[src/rtl/fetch_pkg.sv]
// Shared types and constants for the instruction fetch unit.
package fetch_pkg;

  typedef struct packed {
    logic [31:0] pc;
    logic [31:0] instr;
  } fetch_entry_t;

  localparam logic [31:0] FETCH_INC = 32'd4;

  typedef enum logic {IDLE, REQ} fetch_state_t;

endpackage

[src/rtl/fetch_fifo.sv]
// Prefetch buffer: synchronous FIFO of {pc, instr} entries with flush.
// The head entry is read straight out of the storage flops.
module fetch_fifo
  import fetch_pkg::*;
#(
  parameter int DEPTH = 2
) (
  input  logic                     clk,
  input  logic                     rst,
  input  logic                     flush,
  input  logic                     wr_en,
  input  fetch_entry_t             wr_data,
  input  logic                     rd_en,
  output fetch_entry_t             rd_data,
  output logic [$clog2(DEPTH):0]   count
);

  localparam int AW = $clog2(DEPTH);
  localparam logic [AW-1:0] PTR_ONE = AW'(1);
  localparam logic [AW:0]   CNT_ONE = (AW + 1)'(1);

  fetch_entry_t  mem [DEPTH];
  logic [AW-1:0] wr_ptr, rd_ptr;
  logic          do_rd;

  assign do_rd   = rd_en && (count != '0);
  assign rd_data = mem[rd_ptr];

  // The caller's credit scheme never writes when full, so no full guard here.
  always_ff @(posedge clk or posedge rst) begin
    if (rst) begin
      wr_ptr <= '0;
      rd_ptr <= '0;
      count  <= '0;
      for (int i = 0; i < DEPTH; i++) mem[i] <= '0;
    end else if (flush) begin
      wr_ptr <= '0;
      rd_ptr <= '0;
      count  <= '0;
    end else begin
      if (wr_en) begin
        mem[wr_ptr] <= wr_data;
        wr_ptr      <= wr_ptr + PTR_ONE;
      end
      if (do_rd) rd_ptr <= rd_ptr + PTR_ONE;
      count <= count + (wr_en ? CNT_ONE : '0) - (do_rd ? CNT_ONE : '0);
    end
  end

endmodule

[src/rtl/instr_fetch_unit.sv]
// Instruction fetch: issues sequential word requests on a req/gnt/rvalid bus,
// buffers responses with their PC, and flushes/discards on redirect.
module instr_fetch_unit
  import fetch_pkg::*;
#(
  parameter logic [31:0] BOOT_ADDR       = 32'h0000_0000,
  parameter int          FIFO_DEPTH      = 2,
  parameter int          MAX_OUTSTANDING = 2
) (
  input  logic        clk,
  input  logic        rst,
  input  logic        fetch_en_i,
  output logic        instr_req_o,
  output logic [31:0] instr_addr_o,
  input  logic        instr_gnt_i,
  input  logic        instr_rvalid_i,
  input  logic [31:0] instr_rdata_i,
  input  logic        redirect_i,
  input  logic [31:0] redirect_addr_i,
  output logic        instr_valid_o,
  output logic [31:0] instr_o,
  output logic [31:0] instr_pc_o,
  input  logic        instr_ready_i,
  output logic        busy_o
);

  localparam int CW  = $clog2(MAX_OUTSTANDING + 1);
  localparam int FCW = $clog2(FIFO_DEPTH) + 1;
  localparam logic [CW-1:0] CW_ONE = CW'(1);

  fetch_state_t  state;
  logic [31:0]   fetch_pc, resp_pc, redir_pc, raddr;
  logic          redir_defer;
  logic [CW-1:0] outstanding, discard_cnt, out_nxt;
  logic [FCW-1:0] fifo_count;
  logic          pending, issue, gnt_ok, rsp_ok, pop, fifo_wr;
  fetch_entry_t  wr_entry, head;

  assign raddr   = redirect_addr_i & ~32'h3;
  assign pending = (state == REQ);
  assign pop     = instr_valid_o & instr_ready_i;

  // Buffered + live in-flight words must fit the FIFO. Written as
  // count + outstanding < DEPTH + discard + pop so the live count never goes
  // negative while a discarded request is still waiting for its grant.
  assign issue = !rst && fetch_en_i && !redirect_i &&
                 (32'(outstanding) < MAX_OUTSTANDING) &&
                 (32'(fifo_count) + 32'(outstanding) <
                  FIFO_DEPTH + 32'(discard_cnt) + 32'(pop));

  assign instr_req_o  = issue | pending;
  assign instr_addr_o = fetch_pc;
  assign gnt_ok       = instr_req_o & instr_gnt_i;
  assign rsp_ok       = instr_rvalid_i && (outstanding != '0);
  assign out_nxt      = outstanding + (gnt_ok ? CW_ONE : '0) - (rsp_ok ? CW_ONE : '0);
  assign fifo_wr      = rsp_ok && (discard_cnt == '0) && !redirect_i;
  assign busy_o       = (outstanding != '0) | instr_req_o;

  always_ff @(posedge clk or posedge rst) begin
    if (rst) begin
      state       <= IDLE;
      fetch_pc    <= BOOT_ADDR;
      resp_pc     <= BOOT_ADDR;
      redir_pc    <= BOOT_ADDR;
      redir_defer <= 1'b0;
      outstanding <= '0;
      discard_cnt <= '0;
    end else begin
      outstanding <= out_nxt;
      state       <= (instr_req_o && !instr_gnt_i) ? REQ : IDLE;

      // An ungranted request holds its address; a redirect seen meanwhile
      // is parked and applied at the grant.
      if (gnt_ok) begin
        redir_defer <= 1'b0;
        if (redirect_i)       fetch_pc <= raddr;
        else if (redir_defer) fetch_pc <= redir_pc;
        else                  fetch_pc <= fetch_pc + FETCH_INC;
      end else if (redirect_i) begin
        if (pending) begin
          redir_pc    <= raddr;
          redir_defer <= 1'b1;
        end else begin
          fetch_pc <= raddr;
        end
      end

      if (redirect_i) begin
        resp_pc     <= raddr;
        discard_cnt <= out_nxt + ((pending && !instr_gnt_i) ? CW_ONE : '0);
      end else if (rsp_ok) begin
        if (discard_cnt != '0) discard_cnt <= discard_cnt - CW_ONE;
        else                   resp_pc     <= resp_pc + FETCH_INC;
      end
    end
  end

  assign wr_entry = '{pc: resp_pc, instr: instr_rdata_i};

  fetch_fifo #(.DEPTH(FIFO_DEPTH)) u_fifo (
    .clk     (clk),
    .rst     (rst),
    .flush   (redirect_i),
    .wr_en   (fifo_wr),
    .wr_data (wr_entry),
    .rd_en   (pop),
    .rd_data (head),
    .count   (fifo_count)
  );

  assign instr_valid_o = (fifo_count != '0);
  assign instr_o       = head.instr;
  assign instr_pc_o    = head.pc;

endmodule

[config.mk]
export PLATFORM = sky130hd
export DESIGN_NAME = instr_fetch_unit
export DESIGN_NICKNAME = d
export VERILOG_FILES = /design/src/rtl/fetch_pkg.sv /design/src/rtl/fetch_fifo.sv /design/src/rtl/instr_fetch_unit.sv
export SDC_FILE = /design/constraint.sdc
export NUM_CORES = 1
export LEC_CHECK = 0
export ABC_AREA = 1
export CAP_MARGIN = 25
export CORE_ASPECT_RATIO = 0.7
export CORE_MARGIN = 1.5
export CORE_UTILIZATION = 30
export CTS_CLUSTER_SIZE = 14
export DETAILED_ROUTE_END_ITERATION = 16
export MAX_ROUTING_LAYER = met4
export PLACE_DENSITY = 0.59
export SYNTH_ARGS = -nofsm -noshare
export SYNTH_HDL_FRONTEND = slang
export SYNTH_SLANG_ARGS = --single-unit
[constraint.sdc]
create_clock -name clk -period 22.4 [get_ports clk]
set_input_delay 4.48 -clock clk [delete_from_list [all_inputs] [get_ports clk]]
set_output_delay 4.48 -clock clk [all_outputs]
set_load 0.1 [all_outputs]
# == After elaboration in Yosys (flattened, before gate mapping) ==
# Index checks and enable logic that the tools add are counted.
# word_totals
regBits,232
latchBits,0
ramBits,0
rom_bits,0
out_inout_bits,99
wordCells,103
memories,0
# op_classes
addsub,13
mul,0
div,0
n_lt_le_gt_ge,5
eq_ne,2
shifts,0
muxes,31
bitwise_logic,8
reduce_logical,30
# ops
cell,n
$mux W32,8
$mux W64,4
$bwmux W128,1
$add A32 B3 Y32 const B,2
$demux W64 S1,1
$reduce_bool A2 Y1,9
$mux W1,13
$logic_and A1 B1 Y1,11
$reduce_and A2 Y1,5
$mux W2,4
$add A2 B1 Y2,2
$add A3 B1 Y4,1
$ge A2 B2 Y1 const B,2
$lt A3 B4 Y1,1
$not A1 Y2,2
$add A2 B2 Y3,1
$add A2 B2 Y3 const A,1
$logic_not A1 Y1,3
$reduce_and A3 Y1,1
$add A1 B1 Y1 const B,2
$add A2 B2 Y2,1
$and A1 B1 Y1,2
$logic_not A2 Y1,1
$lt A2 B1 Y1 const B,1
8 further kinds,10

# == Depth between registers and ports, before layout ==
# depth
word_depth,12
mapped_depth,21
depth_no_buf,20

# == Hierarchy ==
# Synthesis repeated with hierarchy kept, for this count alone.
# unflattened
cells_unflattened,1690
hier_area_um2,12776.0
# modules_own_cells
module,n_inst,cells_per_inst,area_each_um2,seq_area_each_um2
instr_fetch_unit,1,976,6466.2,2402.3
fetch_fifo,1,714,6309.8,3303.2

# == Least setup slack after synthesis ==
# Ideal clock, no wire load.
# synth_path
path_kind,input port to output port
startpoint,input rst
endpoint,output busy_o
t_arrival_ps,10551
path_slack_ps,7369
cell_stages,7
n_path_buf,0
cell_sequence,inv_1 -> nand3_2 -> nor2_1 -> nand2_1 -> nand2_4 -> inv_1 -> nand2_1
# synth_via
elab_chain_len,7
# synth_rtl
element,line_no,rtl
from (decl),instr_fetch_unit.sv:11,"input logic rst,"
$logic_not A1 Y1 (no source line),-,
$logic_and A1 B1 Y1 (3 in series),instr_fetch_unit.sv:46,assign issue = !rst && fetch_en_i && !redirect_i &&
$logic_and A1 B1 Y1,instr_fetch_unit.sv:47,(32'(outstanding) < MAX_OUTSTANDING) &&
$or A1 B1 Y1,instr_fetch_unit.sv:51,assign instr_req_o = issue | pending;
named net instr_req_o,instr_fetch_unit.sv:13,"output logic instr_req_o,"
$or A1 B1 Y1,instr_fetch_unit.sv:57,assign busy_o = (outstanding != '0) | instr_req_o;
to (decl),instr_fetch_unit.sv:24,output logic busy_o
# The timed path passes the listed nets, and every way through them passes these cells.

# == Worst setup path in the final report ==
# layout_path
startpoint,input instr_ready_i
endpoint,output busy_o
# layout_via
elab_chain_len,6
# layout_rtl
element,line_no,rtl
from (decl),instr_fetch_unit.sv:23,"input logic instr_ready_i,"
$and A1 B1 Y1,instr_fetch_unit.sv:41,assign pop = instr_valid_o & instr_ready_i;
$add A3 B1 Y4,instr_fetch_unit.sv:49,FIFO_DEPTH + 32'(discard_cnt) + 32'(pop));
$lt A3 B4 Y1,instr_fetch_unit.sv:48,(32'(fifo_count) + 32'(outstanding) <
$logic_and A1 B1 Y1,instr_fetch_unit.sv:47,
$or A1 B1 Y1,instr_fetch_unit.sv:51,
$or A1 B1 Y1,instr_fetch_unit.sv:57,
# No other way between the ends.

==> run metrics <==
outcome=completed; Root Buffer=clkbuf_16; GR Util All Layers=0.179; r2r setup slk=roughly 19 ns; most area-consuming cells after synthesis=dfrtp_1 47%, nand2_1 21%, inv_1 4.5%, nand3_1 4.4%, o21ai_0 4.4%; WL/cell=~16 um; pin count of the biggest net entering global routing=97; post-synth top area cell=dfrtp_1; Post-CTS Setup Inserts=0; detailed-placement wirelength estimate=25,500 um; Fin Hold WS=0.482 ns; Area Growth Syn to Fin=24.6%; path depth of the worst reg2reg path=20; Starting Density=0.308; port bufs=163; CP Launch Type=input pin; Finished Layout Cells=~2,300; hold_buf cts=0; Resized cells post-CTS=0; Via density=around 4.8; layout net count=1,852; Slew @ Worst Pin=1.06 ns; First DRT Iteration DRCs=1,083; CP Data Arrival Time=7.40 ns; reg-to-reg startpoint=u_fifo.count[1]; Crit. Startpoint=instr_ready_i; Synth Area in Adders=0.0153; Post-Route WL=36,300 um; Fin. Hold Viols=0; multiplexer share of the synthesized area=0.000836; vias in the first global route=a little over 10,000; Post-Syn Instances=1,637; first-pass GRT wire length=57,600 um; final setup TNS=0 ns; Via Count=11,000; FF+latch count, synth=approximately 220; dominant synthesized flop cell=dfrtp_1; Simple-Gate Fraction of Synth Area=0.310; RD Place Congestion=0.937; total CTS buffers=26; Rows=60; P per Cell Area=~160 nW/um2; Die W=242 um; layout cells sized above 1=0.0443; Syn Area/Cell=7.31 um2; Die ar.=just over 40,000 um2; post-synth cell types=39; worst reg2reg path endpoint=discard_cnt[1]; main combinational cell family by area after synthesis=simple AND/OR/NAND/NOR gates; final setup fails=0; cell area after synthesis=12,000 um2; Die Y=170 um; Syn. warnings=0; Setup Skew=just over 0.01 ns; filler instances=4,085; crit path to=busy_o; Skew-Pair Late Insertion Delay=0.54 ns; HP Class=flip-flop to flip-flop; Reg clk slew, reported paths=0.06 ns; RSZ-0062 raised after global routing=no; Setup crit end kind=output pin; core region area=just under 40,000 um2; max_slew headroom=0.290; Max VDD drop=between 90 and 100 uV; CTS Sinks=224; placed cells=2,264; ys async rst share=1.00; Critical Path RT=17.92 ns; Pre-antenna DRT Iters=5; Crit Path Class=input pin to output pin; post-synthesis sequential area ratio=0.468; initial antenna violation count=0; Clock Path Buffers=3; Final Power=2.38 mW; H-tree levels=1; Leak=slightly above 7 nW; Final Slew Violations=0; post-route ant nets=0; most frequent cells in the layout=658 x nand2_1, 223 x dfrtp_1, 162 x clkdlybuf4s50_1; fmax=about 0.084 GHz; post-synthesis xor/xnor area fraction=0.0198; maxcap violations=0; period utilization=0.530; post-synthesis compound-gate area fraction=0.101; Multi-input gate area=5370 um2; most common cell after layout, fill and taps aside=nand2_1; Boundary Pins=170; DRC Markers=0; antenna cell count=0; Reg area=5610 um2; fin crit period=11.88 ns; TritonCTS clock tree=built; Max FO, Critical Path=4; Post-synth EDFFs=0; total global routing overflow=0; post-synth top area share=0.468
[layout make-up]
class | count | area share
timing repair buffer | 176 | 0.121
tap | 527 | 0.0442
multi-input combinational | 1187 | 0.360
clock buffer | 41 | 0.0549
inverter | 152 | 0.0393
clock inverter | 4 | 0.00495
sequential | 224 | 0.376
[power by group]
part / switching, mW / internal (mW)
registers: 0.110 / 0.551
logic: 0.960 / 0.313
clock network: 0.171 / 0.272
total: 1.24 / 1.14
[metrics by stage]
stage | instance area [um2] | setup WS [ns] | utilization
global placement | 13900 | 10.48 | 0.358
detailed placement | 14000 | 10.53 | 0.359
floorplan | 12000 | 7.37 | -
global route | 14900 | 10.33 | 0.384
CTS | 14900 | 10.51 | 0.382
finish | 14900 | 10.52 | 0.384
[worst max-delay path: stages]
cell and delay [ns]:
clkdlybuf4s50_1 0.45, nand2_1 0.08, inv_1 0.08, ha_1 0.14
inv_1 0.04, ha_1 0.18, ha_1 0.18, or2_1 0.22
nor2_1 0.10, nand2_1 0.09, nand2_4 0.11, inv_1 0.06
nand2_1 0.05, clkdlybuf4s50_1 1.13
[registers in the layout, indices dropped and copies added (netlist names)]
signal / count
u_fifo.mem: 124
u_fifo.count: 2
pending: 1
resp_pc: 30
outstanding: 2
u_fifo.wr_ptr: 1
redir_pc: 30
instr_addr_o: 30
u_fifo.rd_ptr: 1
discard_cnt: 2
redir_defer: 1
[routing by layer]
metal	wire length, um	GRT usage
met1	17500	0.255
met2	15800	0.264
met3	2160	0.0312
met4	846	0.0429
met5	0	-
[synthesized netlist by cell type (2+ instances only)]
cell type,n
o22ai_1,5
a21oi_1,29
o21bai_1,9
ha_1,13
or2_2,3
o211ai_1,9
buf_6,15
xnor2_1,7
clkbuf_1,47
nand2_1,658
inv_2,4
dfrtp_1,224
o21ai_0,105
nor2_1,107
inv_1,145
nor3b_1,2
nand2_4,5
o221ai_1,6
buf_2,9
nand3_1,105
xor2_1,20
nand4_1,8
nor3_1,16
o21ai_1,64
buf_4,5
nor2_2,4
[cells by family (layout without fill, tap and decap cells)]
logic type	count (synthesis)	count (layout)
AO/OA/AOI/OAI	227	227
XOR/XNOR	27	27
adder cells (fa/ha/maj)	14	14
buffers and inverters	229	373
flip-flops	224	224
multiplexers	1	1
other	1	4
AND/OR/NAND/NOR	914	914
[worst min path at each step]
stage,from,end,slack (ns),cells past startpoint
after global routing,u_fifo.mem[91],u_fifo.mem[91],0.50,2
after detailed placement,redir_pc[21],redir_pc[21],0.47,2
after global placement,redir_pc[25],redir_pc[25],0.46,2
after CTS,redir_pc[25],redir_pc[25],0.48,2
final,redir_pc[24],redir_pc[24],0.48,2
after floorplan,redir_pc[21],redir_pc[21],0.44,2
No activity file was read; power rests on OpenSTA's default activity.
